### config.mk
export PLATFORM = sky130hd
export DESIGN_NAME = truth_table_sequencer
export DESIGN_NICKNAME = d
export VERILOG_FILES = /design/src/rtl/tt_pkg.sv /design/src/rtl/tt_settle_timer.sv /design/src/rtl/truth_table_sequencer.sv
export SDC_FILE = /design/constraint.sdc
export NUM_CORES = 1
export LEC_CHECK = 0
export BUFFER_PORTS_ARGS = -buffer_cell sky130_fd_sc_hd__buf_4
export CAP_MARGIN = 40
export CORE_MARGIN = 3
export CORE_UTILIZATION = 35
export CTS_BUF_LIST = sky130_fd_sc_hd__clkbuf_16
export DETAILED_ROUTE_END_ITERATION = 16
export PLACE_DENSITY = 0.66
export RECOVER_POWER = 100
export SLEW_MARGIN = 0
export SYNTH_ARGS = -nofsm -noshare
export SYNTH_HDL_FRONTEND = slang
export SYNTH_SLANG_ARGS = --single-unit
### constraint.sdc
create_clock -name clk -period 3.1 [get_ports clk]
set_clock_uncertainty 0.15 [all_clocks]
set_input_delay 0.775 -clock clk [delete_from_list [all_inputs] [get_ports clk]]
set_output_delay 0.775 -clock clk [all_outputs]
set_load 0.01 [all_outputs]
### src/rtl/tt_pkg.sv
// Shared types and helpers for the truth-table sequencer.
package tt_pkg;

   // Sweep controller states
   typedef enum logic [1:0] {
      IDLE = 2'd0,
      RUN  = 2'd1,
      DONE = 2'd2
   } tt_state_t;

   // Default width of the function-under-test input vector
   localparam int N_IN_DEFAULT = 2;

   // Number of truth-table rows for an n-input function
   function automatic int rows(input int n);
      return 1 << n;
   endfunction

endpackage

### src/rtl/tt_settle_timer.sv
// Settle-window down-counter: loads SETTLE, counts down to zero and holds there.
// zero_o is high whenever the count is zero, so SETTLE=0 samples on the apply cycle.
module tt_settle_timer #(
   parameter int SETTLE = 1
) (
   input  logic clk,
   input  logic reset,
   input  logic load_i,
   input  logic dec_i,
   output logic zero_o
);

   localparam int TW = (SETTLE > 0) ? $clog2(SETTLE + 1) : 1;
   localparam logic [TW-1:0] LOAD_VAL = TW'(SETTLE);

   logic [TW-1:0] count_q;
   logic [TW-1:0] count_d;

   assign zero_o = (count_q == '0);

   // Next count: load wins over decrement; never decrement past zero
   always_comb begin
      count_d = count_q;
      if (load_i) begin
         count_d = LOAD_VAL;
      end else if (dec_i && !zero_o) begin
         count_d = count_q - TW'(1);
      end
   end

   // Count register with synchronous reset
   always_ff @(posedge clk) begin
      if (reset) begin
         count_q <= '0;
      end else begin
         count_q <= count_d;
      end
   end

endmodule

### src/rtl/truth_table_sequencer.sv
// Exhaustive truth-table sweep of an N_IN-input, single-output function.
// Applies vectors 0..ROWS-1, holds each for SETTLE+1 cycles, samples the output on
// the last hold cycle, and compares the captured table with a latched expected table.
// Optional build macro FIRST_FAIL_CAPTURE_EN adds first_fail_idx / fail_seen outputs
// recording the first mismatching row of each sweep.
module truth_table_sequencer
   import tt_pkg::*;
#(
   parameter int N_IN   = N_IN_DEFAULT,
   parameter int SETTLE = 1
) (
   input  logic                 clk,
   input  logic                 reset,
   input  logic                 start,
   input  logic [rows(N_IN)-1:0] expected,
   output logic [N_IN-1:0]      dut_in,
   input  logic                 dut_out,
   output logic                 busy,
   output logic                 done,
   output logic [rows(N_IN)-1:0] table_out,
   output logic [N_IN:0]        mismatch_cnt,
   output logic                 pass
`ifdef FIRST_FAIL_CAPTURE_EN
   ,
   output logic [N_IN-1:0]      first_fail_idx,
   output logic                 fail_seen
`endif
);

   localparam int ROWS = rows(N_IN);
   localparam logic [N_IN-1:0] LAST_IDX = N_IN'(ROWS - 1);

   tt_state_t         state_q, state_d;
   logic [N_IN-1:0]   idx_q, idx_d;
   logic [ROWS-1:0]   exp_q, exp_d;
   logic [ROWS-1:0]   table_q, table_d;
   logic [N_IN:0]     cnt_q, cnt_d;
   logic              pass_q, pass_d;
   logic              timer_load;
   logic              timer_dec;
   logic              timer_zero;
   logic              row_mis;
`ifdef FIRST_FAIL_CAPTURE_EN
   logic [N_IN-1:0]   ffi_q, ffi_d;
   logic              fseen_q, fseen_d;
`endif

   tt_settle_timer #(
      .SETTLE (SETTLE)
   ) u_timer (
      .clk    (clk),
      .reset  (reset),
      .load_i (timer_load),
      .dec_i  (timer_dec),
      .zero_o (timer_zero)
   );

   // The row under test mismatches when the sampled output differs from the latched copy
   assign row_mis = dut_out ^ exp_q[idx_q];

   // Next-state and datapath updates for the sweep FSM
   always_comb begin
      state_d    = state_q;
      idx_d      = idx_q;
      exp_d      = exp_q;
      table_d    = table_q;
      cnt_d      = cnt_q;
      pass_d     = pass_q;
      timer_load = 1'b0;
      timer_dec  = 1'b0;
`ifdef FIRST_FAIL_CAPTURE_EN
      ffi_d      = ffi_q;
      fseen_d    = fseen_q;
`endif
      case (state_q)
         IDLE: begin
            if (start) begin
               exp_d      = expected;
               table_d    = '0;
               cnt_d      = '0;
               pass_d     = 1'b0;
               idx_d      = '0;
               timer_load = 1'b1;
               state_d    = RUN;
`ifdef FIRST_FAIL_CAPTURE_EN
               ffi_d      = '0;
               fseen_d    = 1'b0;
`endif
            end
         end
         RUN: begin
            if (!timer_zero) begin
               timer_dec = 1'b1;
            end else begin
               table_d[idx_q] = dut_out;
               cnt_d          = cnt_q + (N_IN + 1)'(row_mis);
`ifdef FIRST_FAIL_CAPTURE_EN
               if (row_mis && !fseen_q) begin
                  fseen_d = 1'b1;
                  ffi_d   = idx_q;
               end
`endif
               if (idx_q == LAST_IDX) begin
                  pass_d  = (cnt_d == '0);
                  state_d = DONE;
               end else begin
                  idx_d      = idx_q + N_IN'(1);
                  timer_load = 1'b1;
               end
            end
         end
         DONE: begin
            state_d = IDLE;
         end
         default: begin
            state_d = IDLE;
         end
      endcase
   end

   // State and datapath registers, synchronous active-high reset clears everything
   always_ff @(posedge clk) begin
      if (reset) begin
         state_q <= IDLE;
         idx_q   <= '0;
         exp_q   <= '0;
         table_q <= '0;
         cnt_q   <= '0;
         pass_q  <= 1'b0;
`ifdef FIRST_FAIL_CAPTURE_EN
         ffi_q   <= '0;
         fseen_q <= 1'b0;
`endif
      end else begin
         state_q <= state_d;
         idx_q   <= idx_d;
         exp_q   <= exp_d;
         table_q <= table_d;
         cnt_q   <= cnt_d;
         pass_q  <= pass_d;
`ifdef FIRST_FAIL_CAPTURE_EN
         ffi_q   <= ffi_d;
         fseen_q <= fseen_d;
`endif
      end
   end

   // dut_in is the row index itself, so it holds the last row after a sweep
   assign dut_in       = idx_q;
   assign busy         = (state_q == RUN);
   assign done         = (state_q == DONE);
   assign table_out    = table_q;
   assign mismatch_cnt = cnt_q;
   assign pass         = pass_q;
`ifdef FIRST_FAIL_CAPTURE_EN
   assign first_fail_idx = ffi_q;
   assign fail_seen      = fseen_q;
`endif

endmodule

==> results.cfg, run 1 <==
[outcome]
status = finished clean

[global_routing]
grt_pass1_wl_mm = 3.45
overflow = 0
antenna_found_initial = 0
grt_max_degree = 18
grt_pass1_vias = 764
grt_usage_pct = 13.8

[floorplan]
io_pins = 20
std_cell_rows = 17
dieArea_mm2 = 0.00306
core-area_mm2 = 0.00225
die_h_um = 55.3
fp.dieW_um = 55.3
start_util_pct = 37.8

[setup_path]
crit_path_end_kind = flip-flop
reg2reg_setup_slack_ps = 320
critPathMaxFanout = 7
cpPeakStageDelay_ps = 550
r2r-start = dut_in[0]
path_common_cell = ha_1
worst-path-buf-inv = 0
cp_slowest_cell = mux4_2
crit_required_ps = 3130
crit_type = flip-flop to flip-flop
critical_path_cell_count = 7
worstReg2RegEnd = pass
cp_cell_sequence = mux4_2, xor2_1, ha_1, ha_1, or4_1, or3_1, a21oi_1
start_kind = flip-flop
critPathTopFamily = simple AND/OR/NAND/NOR gates
rr_worst_depth = 7
arrival_ps = 2810

[yosys]
synth_seq_cells = 17
synth_area_um2 = 852
synth-xor-area-share_pct = 2.06
synth-compound-area-share_pct = 19.7
synth.mux.area_fraction_pct = 3.96
synth-simple-area-share_pct = 21.1
yosysUniqueCellTypes = 27
synth_warnings = 0
synth_seq_area_share_pct = 39.9
post_synth_fa_ha_maj_area_fraction_pct = 8.81
synth_fp_nets = 116
synth_top_family_by_area = simple AND/OR/NAND/NOR gates
postSynthCellCount = 102
syn_avg_cell_area_um2 = 8.35

[detailed_routing]
finalWirelength_mm = 1.90
wl_per_cell_um = 12.8
num_vias = 755
ant_nets = 0
dr.pass1.iters = 4
viasPerCell = 5.07
drc = 0
drt-initial-drc-count = 16

[clock_tree]
cts-buffers-inserted = 3
clockBufferDepth = 2
cts-resized-gates = 0
cts_max_level = 1
cts_tree = done
path_clk_slew_ps = 50
postCtsHoldBufs = 0
post-cts-setup-buffers = 0
root_buffer = clkbuf_16
clkLatencyLatePin_ps = 240
cts_num_sinks = 17

[power]
p_leak_nw = 0.419
p_int_mw = 0.423
power.share.sequential_pct = 43.3
clockPowerShare_pct = 46.4
combinationalPowerShare_pct = 10.4
sw_frac_of_total_pct = 22.4
cellPowerDensity_mw_per_mm2 = 525
p_switching_mw = 0.122
peakVddDrop_mv = 0.249

[sta]
fmax_mhz = 359
min_period_over_period_pct = 89.8
setup_tns_ps = 0
min_period_ps = 2780
hold_viol = 0
tightest_slew_ps = 493
rsz0062_at_grt = no
maxSlewHeadroom_pct = 67.0
maxSlewViolCount = 0
finalWorstSetupSlack_ps = 316
setup_viol = 0

[placement]
io_buffer_count = 19
dp_hpwl_mm = 1.38
pre_cts_slack_ps = 316
routabilityCongestion = 0.743

[layout]
final_common_cell = dfxtp_1
drive_above_1_share_pct = 9.92
num_antenna_cells = 0
mostFrequentLayoutCells = dfxtp_1 (17), a21oi_1 (14), o21ai_0 (12), nand2_1 (12), clkbuf_1 (12)
nNetsFinal = 136
synthToLayoutAreaGrowth_pct = 21.7

[min_path]
hold_start = exp_q[2]
hold_path.class = flip-flop to flip-flop
hold_depth = 2
whs_endpoint = exp_q[2]

[job]
drv_cap = 0
-- state kept, by name (all words and copies together) (netlist names) --
name	flops
exp_q	4
table_out	4
u_timer.count_q	1
pass	1
mismatch_cnt	3
dut_in	2
state_q	2
-- per-stage QoR --
stage                     hold WS (ps)  instance area, um^2  utilization (%)  total power [mW]  cells
after floorplan                    300                  852                -             0.278    102
after global placement             313                 1010             44.8             0.300    145
after detailed placement           318                 1010             44.8             0.301    145
after CTS                          325                 1090             48.3             0.555    149
after global routing               354                 1040             46.0             0.570    149
final                              323                 1040             46.0             0.545    149
-- per-layer routing --
layer,share of wire (%),track usage [%],up-vias
met5,0,0,-
met4,0.37,4.17,0
met3,5.8,4.21,2
met2,48,22.3,18
met1,46,17.4,342
li1,-,-,393
-- cell type report --
class                           instances  area, um^2
Multi-Input combinational cell         76         467
Clock buffer                            3        75.1
Tap cell                               28        35.0
Inverter                                5        18.8
Timing Repair Buffer                   19        97.6
Fill cell                             261        1220
Clock inverter                          1        3.75
Sequential cell                        17         340
-- worst min-delay path, delay by kind of cell (launching register included) --
| kind | cells | cell delay [ps] |
|---|---|---|
| AO/OA/AOI/OAI | 2 | 120 |
| flip-flops | 1 | 300 |
-- power by group through the flow --
stage	Clock (mW)	Combinational, mW	Sequential [mW]
after CTS	0.258	0.0607	0.236
after global routing	0.268	0.0652	0.237
final	0.253	0.0565	0.236
after detailed placement	0	0.0604	0.241
after floorplan	0	0.0403	0.238
after global placement	0	0.0592	0.240
-- worst max-delay path by stage --
stage	startpoint	end	slack [ps]
6_report	dut_in[0]	pass	320
5_1_grt	dut_in[0]	pass	140
4_1_cts	dut_in[0]	pass	300
3_5_place_dp	dut_in[0]	pass	320
3_3_place_gp	dut_in[0]	pass	390
2_1_floorplan	dut_in[0]	pass	380
-- cells by family after synthesis --
kind of cell / after synthesis
and+or+nand+nor: 35
AOI/OAI and AO/OA: 31
DFF: 17
buffers and inverters: 9
adders and majority gates: 6
xor gates and xnor gates: 2
muxes: 2
-- Yosys cell counts (all sizes together) --
cell type,count,area [um^2]
a211oi,1,7.51
a21o,2,15.0
a21oi,14,70.1
a22oi,1,7.51
buf,2,11.3
clkbuf,2,7.51
dfxtp,17,340
ha,6,75.1
inv,5,18.8
mux2,1,11.3
mux4,1,22.5
nand2,12,45.0
nand2b,3,26.3
nand4b,2,17.5
nor2,10,37.5
nor2b,2,12.5
nor3,1,5.00
nor3b,1,7.51
nor4,1,6.26
nor4b,1,8.76
o21a,1,7.51
o21ai,12,60.1
or3,1,6.26
or4,1,7.51
xor2,2,17.5
No activity file was read; power rests on OpenSTA's default activity.
==> run 2, diff against run 1 <==
PLACE_DENSITY = 0.65   (was 0.66)
SYNTH_HIERARCHICAL = 1   (was unset)
==> results.cfg, run 2 <==
[yosys]
postSynthCellCount = 98
synth_area_um2 = 928
yosys.area.top_type = dfxtp_1
synth.mux.area_fraction_pct = 5.12
async_flop_share_pct = 0
syn_avg_cell_area_um2 = 9.47
synth_top_family_by_area = simple AND/OR/NAND/NOR gates
yosysMostFrequentCell = dfxtp_1
synth-simple-area-share_pct = 22.4
post_synth_fa_ha_maj_area_fraction_pct = 8.09
synth_fp_nets = 112
synth_warnings = 6
synth_seq_cells = 17
ys.flop_type = dfxtp_1
ys_top_cells_by_count = dfxtp_1 (17), nand2_1 (10), a21oi_1 (8), ha_1 (6)
synth_seq_area_share_pct = 36.7
synth_top_area_share_pct = 36.7
yosysUniqueCellTypes = 35
synth_top_cells_by_area = dfxtp_1 (37%), ha_1 (8.1%), a21oi_1 (4.3%), a211oi_2 (4.0%), nand2_1 (4.0%)
synth-edff-count = 0
synth-xor-area-share_pct = 1.89
synth-compound-area-share_pct = 20.8

[sta]
min_period_ps = 2480
rsz0062_at_grt = no
maxSlewViolCount = 0
tightest_slew_ps = 1370
hold_viol = 0
fmax_mhz = 404
maxSlewHeadroom_pct = 8.57
min_period_over_period_pct = 79.9
setup_tns_ps = 0
setup_viol = 0

[layout]
final_util_pct = 43.8
final_common_cell = dfxtp_1
mostFrequentLayoutCells = dfxtp_1 (17), clkbuf_1 (12), nand2_1 (11), a21oi_1 (9), buf_4 (7)
final_cells = 146
synthToLayoutAreaGrowth_pct = 18.1
num_antenna_cells = 0
fillers = 256
nNetsFinal = 131
drive_above_1_share_pct = 15.5

[setup_path]
crit_path_end_kind = flip-flop
crit_type = input pin to flip-flop
r2r-start = state_q[0]
worst-path-buf-inv = 1
start_kind = input pin
critPathTopFamily = simple AND/OR/NAND/NOR gates
critPathMaxFanout = 9
cp_cell_sequence = clkbuf_1, nor3b_1, a311oi_2, a22o_1
crit_required_ps = 3090
cpPeakStageDelay_ps = 1110
arrival_ps = 2470
cp_slowest_cell = nor3b_1
critPathLaunch = start

[power]
p_leak_nw = 0.434
cellPowerDensity_mw_per_mm2 = 514
peakVddDrop_mv = 0.287

[detailed_routing]
num_vias = 754
viasPerCell = 5.16
finalWirelength_mm = 1.96
drt-initial-drc-count = 5
wl_per_cell_um = 13.4
ant_nets = 0
drc = 0
dr.pass1.iters = 4

[floorplan]
std_cell_rows = 18
die_h_um = 57.5
fp.dieW_um = 57.5
core-area_mm2 = 0.00250
dieArea_mm2 = 0.00331
start_util_pct = 37.1
io_pins = 20

[min_path]
hold_start = exp_q[0]
hold_path.class = flip-flop to flip-flop

[clock_tree]
postCtsHoldBufs = 0
cts-buffers-inserted = 3
cts_tree = done
clkLatencyLatePin_ps = 250
post-cts-setup-buffers = 0
cts_num_sinks = 17
clockBufferDepth = 2
path_clk_slew_ps = 50
cts-resized-gates = 0
cts_max_level = 1
root_buffer = clkbuf_16

[global_routing]
grt_pass1_vias = 794
grt_pass1_wl_mm = 3.51
grt_usage_pct = 13.6
overflow = 0
grt_max_degree = 20
antenna_found_initial = 0

[placement]
place_inst = 142
io_buffer_count = 19
dp_hpwl_mm = 1.43
routabilityCongestion = 0.810

[outcome]
status = finished clean

[job]
drv_cap = 0
==> run 2: changes by cell type in the layout (fill, tap and decap cells not counted), moves of 3 or more <==
cell      previous run  this run
a21bo_1              0         3
nor2_1              10         4
o21ai_0             12         4
nand3_1              0         3
a21oi_1             14         9
a211oi_2             0         3
==> run 2: logic make-up after synthesis <==
logic type	Yosys count
AO/OA/AOI/OAI	25
XOR/XNOR	2
adder cells (fa/ha/maj)	6
buffers and inverters	10
flip-flops	17
multiplexers	3
AND/OR/NAND/NOR	35
==> run 2: stage by stage <==
stage / setup slack, ps / total power, mW / instance area [um^2] / hold WS [ps]
after floorplan: 978 / 0.297 / 928 / 283
after global placement: 984 / 0.319 / 1080 / 303
after detailed placement: 916 / 0.320 / 1080 / 303
after CTS: 734 / 0.578 / 1160 / 316
after global routing: 465 / 0.587 / 1100 / 330
final: 622 / 0.563 / 1100 / 315
==> run 2: worst min-delay path, cell delays in order, from the launching register on <==
cell	delay (ps)
dfxtp_1	310
nand2_1	50
a21oi_1	60
==> run 2: routing by layer <==
layer / global-route usage, % / vias up / share of wire, %
met3: 3.17 / 7 / 4.2
met5: 0 / - / 0
li1: - / 386 / -
met1: 17.5 / 343 / 47
met2: 20.0 / 18 / 46
met4: 8.94 / 0 / 3.3
==> run 2: cell type report <==
class | instances | area, um^2 | area share [%]
multi-input cells | 71 | 523 | 47.7
flip-flops and latches | 17 | 340 | 31.1
repair buffers | 19 | 97.6 | 8.90
clock buffers | 3 | 75.1 | 6.85
well taps | 30 | 37.5 | 3.42
inverters | 5 | 18.8 | 1.71
clock inverters | 1 | 3.75 | 0.342
==> run 2: worst paths after layout <==
check	slack, ps	endpoint	cells past startpoint
hold / removal	310	exp_q[0]	2
hold reg to reg	310	exp_q[0]	2
setup reg to reg	880	table_out[3]	3
setup / recovery	620	table_out[3]	4
==> run 2: where the power goes <==
part | switching, mW | internal, mW
clock network | 0.0825 | 0.171
registers | 0.00948 | 0.228
logic | 0.0405 | 0.0314
total | 0.132 | 0.431
